**src/rtl/sdc_spi_engine_pkg.sv**
```systemverilog
// sdc_spi_engine_pkg: shared definitions for the SD card SPI shift engine.
//   - FSM state encodings (idle / sclk low phase / sclk high phase)
//   - transfer lengths for byte and word mode
//   - last_bit(): index of the final bit for the latched transfer width
// Build option: SDC_SPI_WORD_EN (see sdc_spi_engine.sv).
package sdc_spi_engine_pkg;

  localparam logic [1:0] StIdle = 2'd0;
  localparam logic [1:0] StLo   = 2'd1;
  localparam logic [1:0] StHi   = 2'd2;

  localparam int unsigned ByteBits = 8;
  localparam int unsigned WordBits = 32;

  // Bit counter is sized for the longest transfer.
  localparam int unsigned BitCntW = $clog2(WordBits);

  function automatic logic [BitCntW-1:0] last_bit(input logic word);
    return word ? BitCntW'(WordBits - 1) : BitCntW'(ByteBits - 1);
  endfunction

endpackage

```
**src/rtl/sdc_spi_engine_tick.sv**
```systemverilog
// sdc_spi_engine_tick: sclk half-period tick generator.
// The divider restarts on load (accepted start), latches the rate select and, while run is high,
// pulses tick on the last cycle of each half-period, then wraps to 0 for the next phase.
// Ports:
//   clk   in  system clock
//   rst   in  synchronous reset, active high
//   load  in  accepted start: clear divider, latch fast
//   fast  in  rate select, sampled only on load
//   run   in  engine busy; divider counts only while high
//   tick  out one-cycle pulse at end of a half-period
module sdc_spi_engine_tick #(
  parameter int unsigned HALF_SLOW = 32,
  parameter int unsigned HALF_FAST = 2
) (
  input  logic clk,
  input  logic rst,
  input  logic load,
  input  logic fast,
  input  logic run,
  output logic tick
);

  localparam int unsigned CntW = $clog2(HALF_SLOW + 1);

  localparam logic [CntW-1:0] TermSlow = CntW'(HALF_SLOW - 1);
  localparam logic [CntW-1:0] TermFast = CntW'(HALF_FAST - 1);

  logic [CntW-1:0] cnt_d, cnt_q;
  logic            fast_d, fast_q;
  logic [CntW-1:0] term;

  assign term = fast_q ? TermFast : TermSlow;
  assign tick = run & (cnt_q == term);

  always_comb begin
    cnt_d  = cnt_q;
    fast_d = fast_q;
    if (load) begin
      cnt_d  = '0;
      fast_d = fast;
    end else if (run) begin
      cnt_d = tick ? '0 : cnt_q + 1'b1;
    end
  end

  always_ff @(posedge clk) begin
    if (rst) begin
      cnt_q  <= '0;
      fast_q <= 1'b0;
    end else begin
      cnt_q  <= cnt_d;
      fast_q <= fast_d;
    end
  end

endmodule

```
**src/rtl/sdc_spi_engine.sv**
```systemverilog
// sdc_spi_engine: SPI mode 0 shift engine below the SD card register interface.
// MSB first; miso sampled on sclk rise, mosi changes on sclk fall. Busy for 2*HALF*N cycles.
// Build option: SDC_SPI_WORD_EN -- when defined, fast=1 also selects 32-bit transfers; when
// undefined every transfer is 8 bits and fast only selects the rate.
// Ports:
//   clk     in   system clock
//   rst     in   synchronous reset, active high
//   fast    in   rate (and word width) select, sampled on accepted start
//   start   in   one-cycle transfer request, ignored while busy
//   dataTx  in   transmit word, sampled on accepted start (byte mode uses [7:0])
//   dataRx  out  received word, held until the next completed transfer
//   rdy     out  1 = idle, 0 = busy
//   sclk    out  SPI clock, idles low
//   mosi    out  SPI data out, idles high
//   miso    in   SPI data in
module sdc_spi_engine
  import sdc_spi_engine_pkg::*;
#(
  parameter int unsigned HALF_SLOW = 32,
  parameter int unsigned HALF_FAST = 2
) (
  input  logic        clk,
  input  logic        rst,
  input  logic        fast,
  input  logic        start,
  input  logic [31:0] dataTx,
  output logic [31:0] dataRx,
  output logic        rdy,
  output logic        sclk,
  output logic        mosi,
  input  logic        miso
);

  logic [1:0]         state_d, state_q;
  logic [31:0]        tx_d, tx_q;
  logic [31:0]        rx_d, rx_q;
  logic [31:0]        data_rx_d, data_rx_q;
  logic [BitCntW-1:0] bitcnt_d, bitcnt_q;
  logic               word_d, word_q;
  logic               sclk_d, sclk_q;
  logic               mosi_d, mosi_q;
  logic               accept;
  logic               tick;
  logic               word_sel;

  assign accept = (state_q == StIdle) & start;

`ifdef SDC_SPI_WORD_EN
  assign word_sel = fast;
`else
  assign word_sel = 1'b0;
`endif

  sdc_spi_engine_tick #(
    .HALF_SLOW(HALF_SLOW),
    .HALF_FAST(HALF_FAST)
  ) u_tick (
    .clk (clk),
    .rst (rst),
    .load(accept),
    .fast(fast),
    .run (state_q != StIdle),
    .tick(tick)
  );

  always_comb begin
    state_d   = state_q;
    tx_d      = tx_q;
    rx_d      = rx_q;
    data_rx_d = data_rx_q;
    bitcnt_d  = bitcnt_q;
    word_d    = word_q;
    sclk_d    = sclk_q;
    mosi_d    = mosi_q;
    unique case (state_q)
      StIdle: begin
        if (start) begin
          word_d   = word_sel;
          // Byte mode left-aligns the byte so the MSB always leaves from bit 31.
          tx_d     = word_sel ? dataTx : {dataTx[7:0], 24'h0};
          rx_d     = '0;
          bitcnt_d = '0;
          sclk_d   = 1'b0;
          mosi_d   = word_sel ? dataTx[31] : dataTx[7];
          state_d  = StLo;
        end
      end
      StLo: begin
        if (tick) begin
          sclk_d  = 1'b1;
          rx_d    = {rx_q[30:0], miso};
          state_d = StHi;
        end
      end
      StHi: begin
        if (tick) begin
          sclk_d = 1'b0;
          if (bitcnt_q == last_bit(word_q)) begin
            mosi_d    = 1'b1;
            data_rx_d = word_q ? rx_q : {24'h0, rx_q[7:0]};
            state_d   = StIdle;
          end else begin
            bitcnt_d = bitcnt_q + 1'b1;
            tx_d     = {tx_q[30:0], 1'b0};
            mosi_d   = tx_q[30];
            state_d  = StLo;
          end
        end
      end
      default: state_d = StIdle;
    endcase
  end

  always_ff @(posedge clk) begin
    if (rst) begin
      state_q   <= StIdle;
      tx_q      <= '0;
      rx_q      <= '0;
      data_rx_q <= '0;
      bitcnt_q  <= '0;
      word_q    <= 1'b0;
      sclk_q    <= 1'b0;
      mosi_q    <= 1'b1;
    end else begin
      state_q   <= state_d;
      tx_q      <= tx_d;
      rx_q      <= rx_d;
      data_rx_q <= data_rx_d;
      bitcnt_q  <= bitcnt_d;
      word_q    <= word_d;
      sclk_q    <= sclk_d;
      mosi_q    <= mosi_d;
    end
  end

  assign rdy    = (state_q == StIdle);
  assign sclk   = sclk_q;
  assign mosi   = mosi_q;
  assign dataRx = data_rx_q;

endmodule

```
**config.mk**
```make
export PLATFORM = sky130hd
export DESIGN_NAME = sdc_spi_engine
export DESIGN_NICKNAME = d
export VERILOG_FILES = /design/src/rtl/sdc_spi_engine_pkg.sv /design/src/rtl/sdc_spi_engine_tick.sv /design/src/rtl/sdc_spi_engine.sv
export SDC_FILE = /design/constraint.sdc
export NUM_CORES = 1
export LEC_CHECK = 0
export CORE_AREA = 2 2 74 76
export DETAILED_ROUTE_END_ITERATION = 12
export DIE_AREA = 0 0 76 78
export GPL_ROUTABILITY_DRIVEN = 0
export PLACE_DENSITY = 0.8
export SLEW_MARGIN = 30
export SYNTH_ARGS = -nofsm -noshare
export SYNTH_HDL_FRONTEND = slang
export SYNTH_SLANG_ARGS = --single-unit
```
**constraint.sdc**
```tcl
create_clock -name clk -period 2.5 [get_ports clk]
set_clock_uncertainty 0.05 [all_clocks]
set_input_delay 0.5 -clock clk [delete_from_list [all_inputs] [get_ports clk]]
set_output_delay 0.5 -clock clk [all_outputs]
set_load 0.02 [all_outputs]
```
==> results.yml, run 1 <==
yosys:
  ys_seq_elements: 39
  ys_types: 41
  ys_seq_area_share_pct: 39.8
  synthTopCellsByArea: "dfxtp_1 40%, buf_4 9.6%, mux2i_1 7.1%, a21oi_1 5.1%, nand2_1 4.4%"
  yosysTopAreaCellShare_pct: 39.8
  syn-cell-area_sq_um: 1960
  synthFlopType: "dfxtp_1"
  yosysWarningCount: 0
  synth_edf_count: 0
  syn_area_per_cell_sq_um: 8.68
  async_flop_share_pct: 0
  syn_inst: 226
  yosysTopAreaCell: "dfxtp_1"
drt:
  drt_iter0_drc: 59
  ant_nets: 0
  first_pass_iters: 4
  wl_per_cell_um: 12.3
  drcViolationCount: 0
  vias: 1632
  via_per_inst: 5.08
  routed_wl_um: 3950
clocking:
  cts.repair.resized: 0
  root_buffer: "clkbuf_8"
  h-tree-depth: 2
  cts_tree: "done"
  clock_latency_ns: 0.29
  clock-sinks: 39
  holdBufCountCts: 0
  numCtsBuffers: 5
  cts_setup_buffers: 0
  clockBufferDepth: 2
  cts.reportedPaths.clkPinSlew_ns: 0.08
layout:
  drive_above_1_share_pct: 8.37
  syn2layout_area_growth_pct: 16.5
  fillCellCount: 493
  nets: 289
  diodes: 0
  design_area_sq_um: 2280
placed_design:
  hpwl_um: 2710
  portBuffers: 23
  place_area_sq_um: 2180
floorplan:
  die_h_um: 78
  start_util_pct: 38.9
  ioPinCount: 72
  core_sq_um: 5040
  die_w_um: 76
  rows: 26
  dieArea_sq_um: 5930
global_route:
  antenna_found_initial: 0
  overflow: 0
  grt_pass1_wl_um: 6540
  grt.total_usage_pct: 13.4
  grt_max_degree: 29
  grt_pass1_vias: 1451
critical_path:
  setup.worst_path.end_class: "output port"
  critPathLaunchType: "flop"
  crit_type: "flop to output port"
  crit_fanout: 9
  critPathRequiredTime_ns: 1.95
  arrival_ns: 1.83
sta:
  slew_headroom_pct: 58.1
  fmax_mhz: 420
  fin_crit_sh_pct: 95.3
  worst_pin_slew_ns: 0.626
  setup_violations: 0
  slew_violations: 0
  hold_violations: 0
  rsz0062_at_grt: "no"
  fin_crit_ns: 2.38
  fin_setup_tns_ns: 0
power:
  swShare_pct: 25.8
  p_sw_w: 0.000326
  clkPwrFrac_pct: 37.3
  p_seq_share_pct: 51.4
  cellLeakagePower_nw: 0.879
  total_power_w: 0.00127
  p_int_w: 0.000940
  comb_power_share_pct: 11.3
  pwr_density_cell_nw_per_um2: 554
  vdd_drop_max_uv: 388
run:
  max-cap-violations: 0
status:
  status: "completed"
hold_path:
  hold_path_class: "flop to flop"
==> Yosys cell counts, types with 3 or more instances <==
| master | n |
|---|---|
| nand3_1 | 12 |
| dfxtp_1 | 39 |
| or4_1 | 5 |
| o21ai_0 | 10 |
| a21oi_1 | 20 |
| o311a_1 | 6 |
| o21ai_1 | 3 |
| mux2i_1 | 14 |
| nand2_1 | 23 |
| nor2_1 | 22 |
| xor2_1 | 3 |
| buf_4 | 25 |
| clkbuf_1 | 8 |
==> final timing paths <==
| path | startpoint | endpoint | slack [ns] | cells after the start |
|---|---|---|---|---|
| setup / recovery | state_q[0]$_SDFFE_PP0P_ | rdy | 0.12 | 3 |
| hold / removal | rx_q[4]$_SDFFE_PP0P_ | rx_q[5]$_SDFFE_PP0P_ | 0.42 | 2 |
| setup reg to reg | u_tick.fast_q$_SDFFE_PP0P_ | bitcnt_q[4]$_SDFFE_PP0P_ | 0.34 | 5 |
| hold reg to reg | rx_q[4]$_SDFFE_PP0P_ | rx_q[5]$_SDFFE_PP0P_ | 0.42 | 2 |
==> flip-flops by register name, indices dropped and copies added, names as in the netlist <==
signal and count:
tx_q 7, mosi 1, u_tick.fast_q 1, rx_q 8, sclk 1, u_tick.cnt_q 6
bitcnt_q 5, dataRx 8, state_q 2
==> metal layers <==
metal | vias to the layer above | GRT usage [%] | wire length, um
met5 | - | 0 | 0
met4 | 0 | 4.91 | 63
met3 | 6 | 2.91 | 220
met2 | 54 | 21.6 | 1810
met1 | 767 | 17.6 | 1850
li1 | 805 | - | -
==> power by group through the flow <==
stage / combinational, W / clock [W] / sequential [W]
after floorplan: 0.000130 / 0 / 0.000662
after global placement: 0.000140 / 0 / 0.000665
after detailed placement: 0.000142 / 0 / 0.000665
after CTS: 0.000143 / 0.000482 / 0.000651
after global routing: 0.000156 / 0.000503 / 0.000653
final: 0.000143 / 0.000473 / 0.000651
==> worst max-delay path: stages (launching register included) <==
cell	delay, ns
dfxtp_1	0.39
or2_2	0.36
inv_1	0.15
clkdlybuf4s50_1	0.64
==> per-stage QoR <==
stage / hold WS, ns / worst slack (ns) / cells / utilization [%]
final: 0.421 / 0.117 / 321 / 45.3
after global routing: 0.460 / 0.0339 / 321 / 45.3
after CTS: 0.424 / 0.112 / 321 / 45.3
after detailed placement: 0.409 / 0.364 / 313 / 43.3
after global placement: 0.405 / 0.417 / 313 / 43.3
after floorplan: 0.394 / 0.505 / 249 / -
==> kinds of logic (layout without fill, tap and decap cells) <==
kind of cell	Yosys count	after routing	synth area share, %
AND/OR/NAND/NOR	78	78	20.8
AO/OA/AOI/OAI	51	51	17.1
flip-flops	39	39	39.8
buffers and inverters	37	39	11.9
multiplexers	14	14	7.15
XOR/XNOR	4	4	1.79
adder cells (fa/ha/maj)	2	2	1.28
other	1	24	0.191
==> cells in the final DEF (no fill, tap or decap), drive strengths merged, types with 2 or more instances in the layout <==
master	netlist	final
a21boi	2	2
a21oi	20	20
buf	26	5
clkbuf	8	7
clkdlybuf4s50	0	23
conb	1	24
dfxtp	39	39
ha	2	2
inv	2	2
mux2i	14	14
nand2	23	23
nand2b	2	2
nand3	12	12
nand4	2	2
nor2	23	23
nor2b	2	2
nor4	2	2
o211ai	2	2
o21ai	13	13
o311a	6	6
o311ai	2	2
or4	5	5
xor2	3	3
==> area by class of cell <==
| class | count | area [sq um] | share of cell area [%] |
|---|---|---|---|
| clock buffer | 7 | 96.3 | 4.22 |
| clock inverter | 1 | 7.51 | 0.329 |
| inverter | 3 | 11.3 | 0.493 |
| multi-input combinational | 173 | 1030 | 45.2 |
| sequential | 39 | 781 | 34.2 |
| tap | 70 | 87.6 | 3.83 |
| timing repair buffer | 28 | 268 | 11.7 |
Note: power is estimated with default switching activity, not from simulation.
==> run 2: changes to the inputs <==
--- a/config.mk
+++ b/config.mk
@@ -5,12 +5,13 @@
 export SDC_FILE = /design/constraint.sdc
 export NUM_CORES = 1
 export LEC_CHECK = 0
-export CORE_AREA = 2 2 74 76
+export CORE_AREA = 2 2 75 77
 export DETAILED_ROUTE_END_ITERATION = 12
-export DIE_AREA = 0 0 76 78
+export DIE_AREA = 0 0 77 79
 export GPL_ROUTABILITY_DRIVEN = 0
-export PLACE_DENSITY = 0.8
+export PLACE_DENSITY = 0.79
 export SLEW_MARGIN = 30
 export SYNTH_ARGS = -nofsm -noshare
 export SYNTH_HDL_FRONTEND = slang
+export SYNTH_HIERARCHICAL = 1
 export SYNTH_SLANG_ARGS = --single-unit
==> results.yml, run 2 <==
sta:
  fin_crit_sh_pct: 93.0
  setup_violations: 0
  fin_crit_ns: 2.32
  fmax_mhz: 430
  rsz0062_at_grt: "no"
  hold_violations: 0
  fin_setup_tns_ns: 0
  slew_violations: 0
power:
  vdd_drop_max_uv: 328
  cellLeakagePower_nw: 0.839
  pwr_density_cell_nw_per_um2: 560
floorplan:
  dieArea_sq_um: 6080
  ioPinCount: 72
  die_w_um: 77
  core_sq_um: 5340
  start_util_pct: 38.1
  die_h_um: 79
  rows: 27
drt:
  routed_wl_um: 4100
  via_per_inst: 5.20
  drt_iter0_drc: 99
  drcViolationCount: 0
  vias: 1660
  wl_per_cell_um: 12.9
  ant_nets: 0
  first_pass_iters: 4
yosys:
  async_flop_share_pct: 0
  ys_seq_elements: 39
  yosysTopAreaCell: "dfxtp_1"
  synth_edf_count: 0
  syn_inst: 221
  yosysMostFrequentCell: "dfxtp_1"
  ys_types: 54
  synth_commonest_cells: "39 x dfxtp_1, 26 x buf_4, 20 x a21oi_1, 20 x o21ai_1, 11 x a211oi_1"
  syn_area_per_cell_sq_um: 9.19
  ys_seq_area_share_pct: 38.4
  yosysWarningCount: 6
  syn-cell-area_sq_um: 2030
  synthTopCellsByArea: "dfxtp_1 38%, buf_4 9.6%, a21oi_1 4.9%, o21ai_1 4.9%, nand4b_1 4.3%"
  synthFlopType: "dfxtp_1"
  yosysTopAreaCellShare_pct: 38.4
clocking:
  root_buffer: "clkbuf_8"
  holdBufCountCts: 0
  cts_setup_buffers: 0
  cts_tree: "done"
  clock_latency_ns: 0.30
  h-tree-depth: 2
  cts.reportedPaths.clkPinSlew_ns: 0.08
  cts.repair.resized: 0
  clockBufferDepth: 2
  numCtsBuffers: 5
  clock-sinks: 39
critical_path:
  arrival_ns: 2.47
  crit_fanout: 6
  crit_type: "flop to flop"
  critPathRequiredTime_ns: 2.64
  critPathLaunchType: "flop"
  setup.worst_path.end_class: "flop"
placed_design:
  place_area_sq_um: 2270
  hpwl_um: 2830
  portBuffers: 23
  dp_cells: 311
global_route:
  grt_pass1_vias: 1600
  grt_max_degree: 34
  antenna_found_initial: 0
  grt.total_usage_pct: 14.2
  grt_pass1_wl_um: 7030
  overflow: 0
status:
  status: "completed"
layout:
  syn2layout_area_growth_pct: 17.1
  design_area_sq_um: 2380
  fillCellCount: 553
  diodes: 0
  drive_above_1_share_pct: 12.1
  final_common_cell: "dfxtp_1"
  final_cells: 319
  nets: 285
  final_cell_mix: "39 x dfxtp_1, 24 x conb_1, 23 x clkdlybuf4s50_1"
hold_path:
  hold_path_class: "flop to flop"
run:
  max-cap-violations: 0
## run 2: worst paths after layout
check,start,end,slack [ns],depth (start not counted)
min,rx_q[7]$_SDFFE_PP0P_,dataRx[7]$_SDFFE_PP0P_,0.43,2
max,u_tick/cnt_q[1]$_SDFFE_PP0P_,bitcnt_q[3]$_SDFFE_PP0P_,0.18,6
max reg2reg,u_tick/cnt_q[1]$_SDFFE_PP0P_,bitcnt_q[3]$_SDFFE_PP0P_,0.18,6
min reg2reg,rx_q[7]$_SDFFE_PP0P_,dataRx[7]$_SDFFE_PP0P_,0.43,2
## run 2: kinds of logic (layout without fill, tap and decap cells)
group	Yosys count	count (layout)	share of synthesized area (%)
compound gates	69	69	21.7
xor+xnor	4	4	1.72
other cells	1	24	0.185
buf+inv	43	46	13.5
mux	10	10	5.17
fa+ha+maj	2	2	1.23
flops	39	39	38.4
simple gates	53	53	18.0
## run 2: worst max-delay path, stage by stage (launching register included)
cell     delay [ns]
dfxtp_1        0.37
or4b_1         0.56
o22ai_2        0.20
and2_1         0.20
and3b_1        0.30
a21oi_1        0.17
a311o_1        0.37
## run 2: area by class of cell
cell class              count  area, sq um  share of cell area (%)
clock buffers               5         68.8                    2.89
clock inverters             3         43.8                    1.84
inverters                   3         11.3                   0.473
multi-input cells         162         1060                    44.7
flip-flops and latches     39          781                    32.8
well taps                  72         90.1                    3.79
repair buffers             35          320                    13.5
## run 2: per-layer routing
metal / wire, um / up-vias / global-route usage (%)
met2: 1850 / 45 / 23.2
met5: 0 / - / 0
met3: 212 / 4 / 4.77
li1: - / 828 / -
met4: 29 / 0 / 3.39
met1: 2010 / 783 / 18.3
## run 2: through the flow
| step | total power [W] | utilization, % | setup WS [ns] | hold WS, ns |
|---|---|---|---|---|
| 4_1_cts | 0.00134 | 44.6 | 0.126 | 0.433 |
| 6_report | 0.00133 | 44.6 | 0.175 | 0.431 |
| 2_1_floorplan | 0.000792 | - | 0.308 | 0.392 |
| 3_5_place_dp | 0.000816 | 42.5 | 0.139 | 0.415 |
| 3_3_place_gp | 0.000813 | 42.5 | 0.204 | 0.411 |
| 5_1_grt | 0.00139 | 44.6 | 0.0699 | 0.451 |
## run 2: power breakdown
part / switching [W] / internal (W)
Clock: 0.000233 / 0.000297
Combinational: 0.0000956 / 0.0000589
Sequential: 0.0000106 / 0.000636
